<file path="src/rtl/mul_seq_ctrl.sv">
// mul_seq_ctrl: iterative radix-2 shift-add multiplier sequencer for the EX stage; stalls the pipeline while busy.
// Optional MUL_EARLY_EXIT_EN: finish as soon as the remaining multiplier bits are all zero.
module mul_seq_ctrl #(
  parameter int          XLEN     = 32,
  parameter logic [5:0]  MUL_CODE = 6'b001010,
  parameter int          CNT_W    = 6
) (
  input  logic            clk,
  input  logic            reset,
  input  logic            in_valid,
  input  logic [5:0]      alu_select,
  input  logic [XLEN-1:0] op_a,
  input  logic [XLEN-1:0] op_b,
  input  logic            flush,
  output logic            in_ready,
  output logic            stall,
  output logic            out_valid,
  input  logic            out_ready,
  output logic [XLEN-1:0] result
);
  typedef enum logic [1:0] {IDLE, BUSY, DONE} state_e;
  state_e           state_q, state_d;
  logic [XLEN-1:0]  acc_q, acc_d, mcand_q, mcand_d, mplier_q, mplier_d, mplier_nx;
  logic [CNT_W-1:0] count_q, count_d;
  logic             in_ready_q, in_ready_d, out_valid_q, out_valid_d, accept, last;
  always_comb begin
    accept      = in_valid & in_ready_q & (alu_select == MUL_CODE) & ~flush;
    mplier_nx   = mplier_q >> 1;
`ifdef MUL_EARLY_EXIT_EN
    last        = (count_q == CNT_W'(XLEN - 1)) | (mplier_nx == '0);
`else
    last        = count_q == CNT_W'(XLEN - 1);
`endif
    state_d     = state_q;
    acc_d       = acc_q;
    mcand_d     = mcand_q;
    mplier_d    = mplier_q;
    count_d     = count_q;
    case (state_q)
      IDLE: if (accept) begin
        acc_d    = '0;
        mcand_d  = op_a;
        mplier_d = op_b;
        count_d  = '0;
        state_d  = BUSY;
      end
      BUSY: if (flush) state_d = IDLE;
      else begin
        acc_d    = mplier_q[0] ? acc_q + mcand_q : acc_q;
        mcand_d  = mcand_q << 1;
        mplier_d = mplier_nx;
        count_d  = count_q + 1'b1;
        state_d  = last ? DONE : BUSY;
      end
      DONE: state_d = (flush | out_ready) ? IDLE : DONE;
      default: state_d = IDLE;
    endcase
    in_ready_d  = state_d == IDLE;
    out_valid_d = state_d == DONE;
  end
  always_ff @(posedge clk) begin
    if (reset) begin
      state_q     <= IDLE;
      acc_q       <= '0;
      mcand_q     <= '0;
      mplier_q    <= '0;
      count_q     <= '0;
      in_ready_q  <= 1'b1;
      out_valid_q <= 1'b0;
    end else begin
      state_q     <= state_d;
      acc_q       <= acc_d;
      mcand_q     <= mcand_d;
      mplier_q    <= mplier_d;
      count_q     <= count_d;
      in_ready_q  <= in_ready_d;
      out_valid_q <= out_valid_d;
    end
  end
  // stall covers the accept cycle so the mul instruction stays in EX
  assign stall     = accept | (state_q == BUSY) | ((state_q == DONE) & ~out_ready);
  assign in_ready  = in_ready_q;
  assign out_valid = out_valid_q;
  assign result    = acc_q;
endmodule

</file>
<file path="config.mk">
export PLATFORM = sky130hd
export DESIGN_NAME = mul_seq_ctrl
export DESIGN_NICKNAME = d
export VERILOG_FILES = /design/src/rtl/mul_seq_ctrl.sv
export SDC_FILE = /design/constraint.sdc
export NUM_CORES = 1
export LEC_CHECK = 0
export ABC_AREA = 1
export CAP_MARGIN = 10
export CORE_AREA = 2 2 154 81
export CTS_CLUSTER_DIAMETER = 150
export DETAILED_ROUTE_END_ITERATION = 10
export DIE_AREA = 0 0 156 83
export PLACE_DENSITY = 0.88
export SKIP_CTS_REPAIR_TIMING = 1
export SYNTH_ARGS = -nofsm -noshare
export SYNTH_HDL_FRONTEND = slang
export SYNTH_SLANG_ARGS = --single-unit
</file>
<file path="constraint.sdc">
create_clock -name clk -period 4.8 [get_ports clk]
set_input_delay 0.72 -clock clk [delete_from_list [all_inputs] [get_ports clk]]
set_output_delay 0.72 -clock clk [all_outputs]
set_load 0.005 [all_outputs]
</file>
After elaboration in Yosys (flattened, before gate mapping) --
Index checks and enable logic that the tools add are counted.
Cells by class: add/subtract/negate cells 2, eq/ne operators 8, reductions and logical operators 5, bitwise gates (word level) 9, mux-type cells 18
Operators by type and width (count):
- 32-bit two-way mux | 7
- 32-bit one-hot mux with 2 select lines | 3
- 32-bit adder | 1
- 6-bit two-way mux | 2
- 6-bit one-hot mux with 2 select lines | 1
- 2-bit two-way mux | 4
- 6-bit by 1-bit adder with 6-bit output, second input constant | 1
- 6-bit by 4-bit == test with 1-bit output, second input constant | 1
- 6-bit by 5-bit == test with 1-bit output, second input constant | 1
- 2-bit != test, second input constant | 3
- 2-bit one-hot mux with 3 select lines | 1
- 1-bit AND | 4
- 2-bit == test, second input constant | 2
- 2-bit zero test | 2
- 4-bit AND reduction | 1
- 1-bit bitwise OR | 3
- 3-bit AND reduction | 1
- 2-bit by 1-bit == test with 1-bit output, second input constant | 1
- 1-bit inverter | 2
- 2-bit nonzero test | 1
Storage, ports and cells: logic and storage cells 49, bits in registers 106, input port bits 75, output and inout bits 35

Depth between registers and ports, before layout --
Gate-level depths: netlist of run 1.
depth after elaboration 6, gate-level depth with buffers 13, depth with buffers taken out 13

Worst setup path before layout of run 1 --
No wires, ideal clock.
path type input -> output, start point in alu_select[5], end point out stall, path slack 2.858 ns, data arrival time 1.222 ns, buffers on the path 0, data required time 4.080 ns, stages 3, cells stage by stage nor3b_2 > nand4_1 > o211ai_1
Between the ends: cells in the longest elaborated chain, start to end 5
Ends and longest elaborated chain:
- start: declaration | RTL line 11 | input logic [5:0] alu_select,
- 6-bit by 4-bit == test with 1-bit output | RTL line 27 | accept = in_valid & in_ready_q & (alu_select == MUL_CODE) & ~flush;
- 1-bit AND (2 in a row) | RTL line 27
- 1-bit bitwise OR (2 in a row) | RTL line 81 | assign stall = accept | (state_q == BUSY) | ((state_q == DONE) & ~out_ready);
- end: declaration | RTL line 16 | output logic stall,
No other way between the ends.

Worst setup path after layout of run 1 --
start point in flush, end point out stall
Between the ends: cells in the longest elaborated chain, start to end 4
Ends and longest elaborated chain:
- start: declaration | RTL line 14 | input logic flush,
- 1-bit inverter | RTL line 27
- 1-bit AND | RTL line 27
- 1-bit bitwise OR (2 in a row) | RTL line 81
No other way between the ends.

==> out/metrics.yaml, run 1 <==
outcome:
  outcome: "finished clean"
detailed_routing:
  first_pass_iters: 7
  wl_per_cell_um: 14.50
  drt_iter0_markers: 820
  vias: 7107
  drt-vias-per-instance: 5.400
  ant_nets: 0
  route.detailed.drc: 0
  wl_um: 19080
power_and_ir_drop:
  pwr_density_cell_nw_per_um2: 214.1
  max-vdd-ir-drop_mv: 0.1641
  finalPower_mw: 1.735
  power_leakage_nw: 3.772
yosys:
  syn_nets: 1186
  yosysMostFrequentCell: "nand2_1"
  synth_top_area_share_pct: 31.58
  synthTopCellsByArea: "dfxtp_1 (32%), nand2_1 (21%), inv_1 (7.7%), ha_1 (6.0%), o21ai_0 (5.6%)"
  synth-simple-area-share_pct: 32.47
  ys_warn_count: 0
  yosys.area_share.adder_pct: 6.256
  synthXorXnorAreaFrac_pct: 0.3910
  synth_top_family_by_area: "simple AND/OR/NAND/NOR gates"
  avgSynthCellArea_sq_um: 6.234
  synth-seq-cells: 106
  netlist_area_sq_um: 6720
  synth_edf_count: 0
  yosys.area.top_type: "dfxtp_1"
  synthFlopType: "dfxtp_1"
  synth.distinct_cells: 37
  synthCells: 1078
  synth_compound_area_share_pct: 18.00
  ys_seq_area_share_pct: 31.58
  async_flop_share_pct: 0
  synth.top_cells.by_count: "nand2_1 (383), inv_1 (137), dfxtp_1 (106)"
  synth.mux.area_fraction_pct: 0
final_layout:
  diodes: 0
  final_util_pct: 70.31
  drive_gt1_share_pct: 3.945
  area_growth_pct: 20.59
  nets: 1269
hold_path:
  hold_start: "count_q[4]$_SDFFE_PP0P_"
  holdPathStages: 2
  hp-class: "reg -> reg"
  hold_end: "count_q[4]$_SDFFE_PP0P_"
clock_tree:
  cts-root-buf: "clkbuf_16"
  path_clk_slew_ns: 0.07
  clockBufferDepth: 2
  h-tree-depth: 3
  cts_made_buffers: 9
  insertion_delay_ns: 0.36
  cts_tree: "yes"
  cts_sinks: 106
sta:
  whs_ns: 0.4613
  fin_skew_ns: 0.01392
  final-max-slew-violation-count: 0
  rsz0062_at_grt: "false"
  finalHoldViolations: 0
  period_needed_ns: 3.022
  finalSetupViolCount: 0
  slew_headroom_pct: 48.48
  tns_ns: 0
  fmax_mhz: 330.9
  layout_worst_path_cycle_share_pct: 62.95
  worstMarginPinSlew_ns: 0.7728
global_routing:
  antenna_found_initial: 0
  grt_pass1_vias: 6012
  grt_max_degree: 80
  grt_pass1_wl_um: 30420
  gr-usage-all-layers_pct: 29.37
  overflow: 0
critical_path:
  reg2reg_slack_ns: 2.03
  crit_arrival_ns: 2.30
  worstReg2RegStart: "state_q[0]$_SDFF_PP0_"
  cp_max_fo: 5
  crit_type: "in -> out"
  endpoint_kind: "primary output"
  cp.required_ns: 4.08
  rr_endpoint: "result[12]$_SDFFE_PP0P_"
  critical_path.startpoint_type: "input pin"
  rr_worst_depth: 8
place:
  hpwl_um: 14330
  port_buffers: 109
  place.gp.congestion: 1.007
flow_run:
  drv_cap: 0
floorplan:
  die_area_sq_um: 12950
  initial_core_util_pct: 58.30
  fp-row-count: 28
  coreArea_sq_um: 11530
  io-pin-count: 110
  die_x_um: 156
  die_h_um: 83
-- where the power goes --
group          switching, mW  leakage, nW  internal [mW]  total [mW]
registers            0.00329        0.854          0.882       0.886
clock network          0.369        0.141          0.365       0.734
logic                 0.0462         2.78         0.0689       0.115
-- cell usage in the layout (no fill, tap or decap), drive strengths merged --
cell type	instances
nand2	386
inv	145
clkdlybuf4s50	109
dfxtp	106
o21ai	91
a21oi	74
nor2	56
nand3	55
a31oi	51
ha	32
clkbuf	10
or2	9
nand4	7
buf	6
nand3b	4
nor3	4
o211ai	3
o21bai	3
and2	3
clkinv	3
xnor2	2
and3	2
nor3b	1
o311ai	1
a21o	1
xor2	1
fa	1
-- worst max-delay path by stage --
stage,slack (ns),endpoint,from,depth (start not counted)
floorplan,2.86,stall,alu_select[5],3
global placement,1.84,stall,alu_select[3],5
detailed placement,1.79,stall,alu_select[3],5
CTS,1.77,stall,flush,7
global route,1.66,stall,flush,7
finish,1.78,stall,flush,7
-- registers in the layout (all words and copies together), names as in the netlist --
signal     count
result        32
mplier_q      32
mcand_q       32
count_q        6
out_valid      1
state_q        2
in_ready       1
-- routing by layer --
| layer | track usage (%) | routed length, um | up-vias | part of all wire [%] |
|---|---|---|---|---|
| met4 | 4.254 | 91 | 0 | 0.48 |
| met1 | 47.55 | 9503 | 3142 | 50 |
| met3 | 8.612 | 2343 | 16 | 12 |
| met5 | 0 | 0 | - | 0 |
| met2 | 37.81 | 7141 | 308 | 37 |
| li1 | - | - | 3641 | - |
-- per-stage QoR --
step                      area, sq um  setup slack (ns)  cells
after floorplan                  6720             2.858   1078
after global placement           7818             1.843   1300
after detailed placement         7818             1.786   1300
after CTS                        8104             1.773   1316
after global routing             8104             1.665   1316
final                            8104             1.778   1316
-- final cells by class --
class,count,area (sq um)
Clock buffer,10,229.0
Clock inverter,6,57.56
Fill cell,996,3422
Inverter,142,533.0
Multi-Input combinational cell,787,3839
Sequential cell,106,2122
Tap cell,150,187.7
Timing Repair Buffer,115,1136
-- cell families after synthesis --
kind of cell,Yosys count
AND/OR/NAND/NOR,527
flip-flops,106
buffers and inverters,185
XOR/XNOR,3
AO/OA/AOI/OAI,224
adder cells (fa/ha/maj),33
-- worst max-delay path: stages --
cell             delay [ns]
clkdlybuf4s50_1        0.49
inv_2                  0.14
nand2_2                0.07
nor2_1                 0.09
nand4_1                0.12
o211ai_1               0.13
clkdlybuf4s50_1        0.54
Note: power is estimated with default switching activity, not from simulation.
==> run 2, diff against run 1 <==
Settings changed: CORE_AREA 2 2 154 81 to 2 2 169 88, DIE_AREA 0 0 156 83 to 0 0 171 90, PLACE_DENSITY 0.88 to 0.78.
Clock period 4.8 ns to 2.5 ns, I/O delays scaled along.
==> run 2 against run 1 <==
  * Clock-buffer cell count did not move
  * Critical path depth fell by 2
  * Cell area rose by 1.9%
==> out/metrics.yaml, run 2 (synthesis results as in run 1) <==
outcome:
  outcome: "finished clean"
clock_tree:
  clockBufferDepth: 2
  cts_made_buffers: 9
  path_clk_slew_ns: 0.08
  cts-root-buf: "clkbuf_16"
  h-tree-depth: 3
  cts_sinks: 106
  cts_tree: "yes"
  insertion_delay_ns: 0.36
sta:
  whs_ns: 0.4640
  layout_worst_path_cycle_share_pct: 91.50
  period_needed_ns: 2.287
  rsz0062_at_grt: "false"
  slew_headroom_pct: 60.28
  setup_ws_ns: 0.2126
  tns_ns: 0
  fin_skew_ns: 0.009118
  finalSetupViolCount: 0
  worstMarginPinSlew_ns: 0.5950
  final-max-slew-violation-count: 0
  fmax_mhz: 437.2
  finalHoldViolations: 0
detailed_routing:
  drt_iter0_markers: 658
  route.detailed.drc: 0
  vias: 7117
  wl_per_cell_um: 14.12
  drt-vias-per-instance: 5.195
  wl_um: 19340
  first_pass_iters: 5
  ant_nets: 0
global_routing:
  grt_pass1_wl_um: 31900
  grt_max_degree: 75
  grt_pass1_vias: 6413
  gr-usage-all-layers_pct: 25.84
  overflow: 0
  antenna_found_initial: 2
floorplan:
  io-pin-count: 110
  fp-row-count: 31
  coreArea_sq_um: 14040
  die_x_um: 171
  initial_core_util_pct: 47.86
  die_area_sq_um: 15390
  die_h_um: 90
power_and_ir_drop:
  pwr_density_cell_nw_per_um2: 411.4
  max-vdd-ir-drop_mv: 0.2878
  power_leakage_nw: 3.814
critical_path:
  crit_arrival_ns: 1.91
  endpoint_kind: "primary output"
  cp.required_ns: 2.12
  critical_path.startpoint_type: "input pin"
  crit_type: "in -> out"
  cp_max_fo: 2
place:
  preCtsSetupSlack_ns: 0.2128
  place_inst: 1353
  port_buffers: 109
  placed_area_sq_um: 7953
  hpwl_um: 14620
  place.gp.congestion: 0.9373
flow_run:
  drv_cap: 0
final_layout:
  nets: 1274
  mostFrequentLayoutCells: "nand2_1 (383), inv_1 (137), clkdlybuf4s50_1 (109)"
  fin_area_sq_um: 8254
  drive_gt1_share_pct: 4.441
  layoutNonFillerInstCount: 1370
  final_common_cell: "nand2_1"
  area_growth_pct: 22.83
hold_path:
  hp-class: "reg -> reg"
[run 2: changes by cell type in the layout (fill, tap and decap cells not counted), sizes merged]
cell / delta
buf: +5
clkinv: -3
inv: +3
diode: +1
[run 2: worst paths after layout]
check | to | depth (start not counted) | slack (ns) | startpoint
worst max-delay path | stall | 5 | 0.21 | alu_select[3]
worst min register to register | mplier_q[31]$_SDFFE_PP0P_ | 2 | 0.46 | mplier_q[31]$_SDFFE_PP0P_
worst min-delay path | mplier_q[31]$_SDFFE_PP0P_ | 2 | 0.46 | mplier_q[31]$_SDFFE_PP0P_
worst max register to register | result[16]$_SDFFE_PP0P_ | 13 | 0.35 | mcand_q[0]$_SDFFE_PP0P_
[run 2: power breakdown]
group	internal, mW	leakage [nW]	switching (mW)
registers	1.69	0.854	0.00612
clock network	0.738	0.150	0.732
logic	0.136	2.81	0.0900
total	2.57	3.81	0.828
[run 2: per-stage QoR]
stage	total power, mW	utilization (%)
4_1_cts	3.406	58.77
2_1_floorplan	1.815	-
6_report	3.396	58.79
5_1_grt	3.491	58.77
3_5_place_dp	1.965	56.64
3_3_place_gp	1.964	56.64
[run 2: layer usage]
| metal | vias up | wire length [um] | global-route usage (%) |
|---|---|---|---|
| met5 | - | 14 | 0 |
| met4 | 2 | 212 | 5.085 |
| met3 | 23 | 2151 | 7.574 |
| met2 | 287 | 7206 | 34.14 |
| met1 | 3146 | 9758 | 40.44 |
| li1 | 3659 | - | - |
[run 2: final cells by class]
| class | count | area [sq um] |
|---|---|---|
| Inverter | 142 | 533.0 |
| Sequential cell | 106 | 2122 |
| Tap cell | 198 | 247.7 |
| Antenna cell | 1 | 2.502 |
| Timing Repair Buffer | 120 | 1211 |
| Multi-Input combinational cell | 787 | 3839 |
| Clock inverter | 6 | 60.06 |
| Fill cell | 1318 | 5787 |
| Clock buffer | 10 | 239.0 |
[run 2: critical path, stage by stage]
cell and delay (ns):
clkdlybuf4s50_1 0.46, nor3b_2 0.26, nand4_1 0.17, o211ai_1 0.12, clkdlybuf4s50_1 0.53
==> run 3, diff against run 2 <==
Settings changed: CAP_MARGIN 10 to 30.
==> results of run 3 <==
Final layout, timing and power as in run 2 (identical DEF).
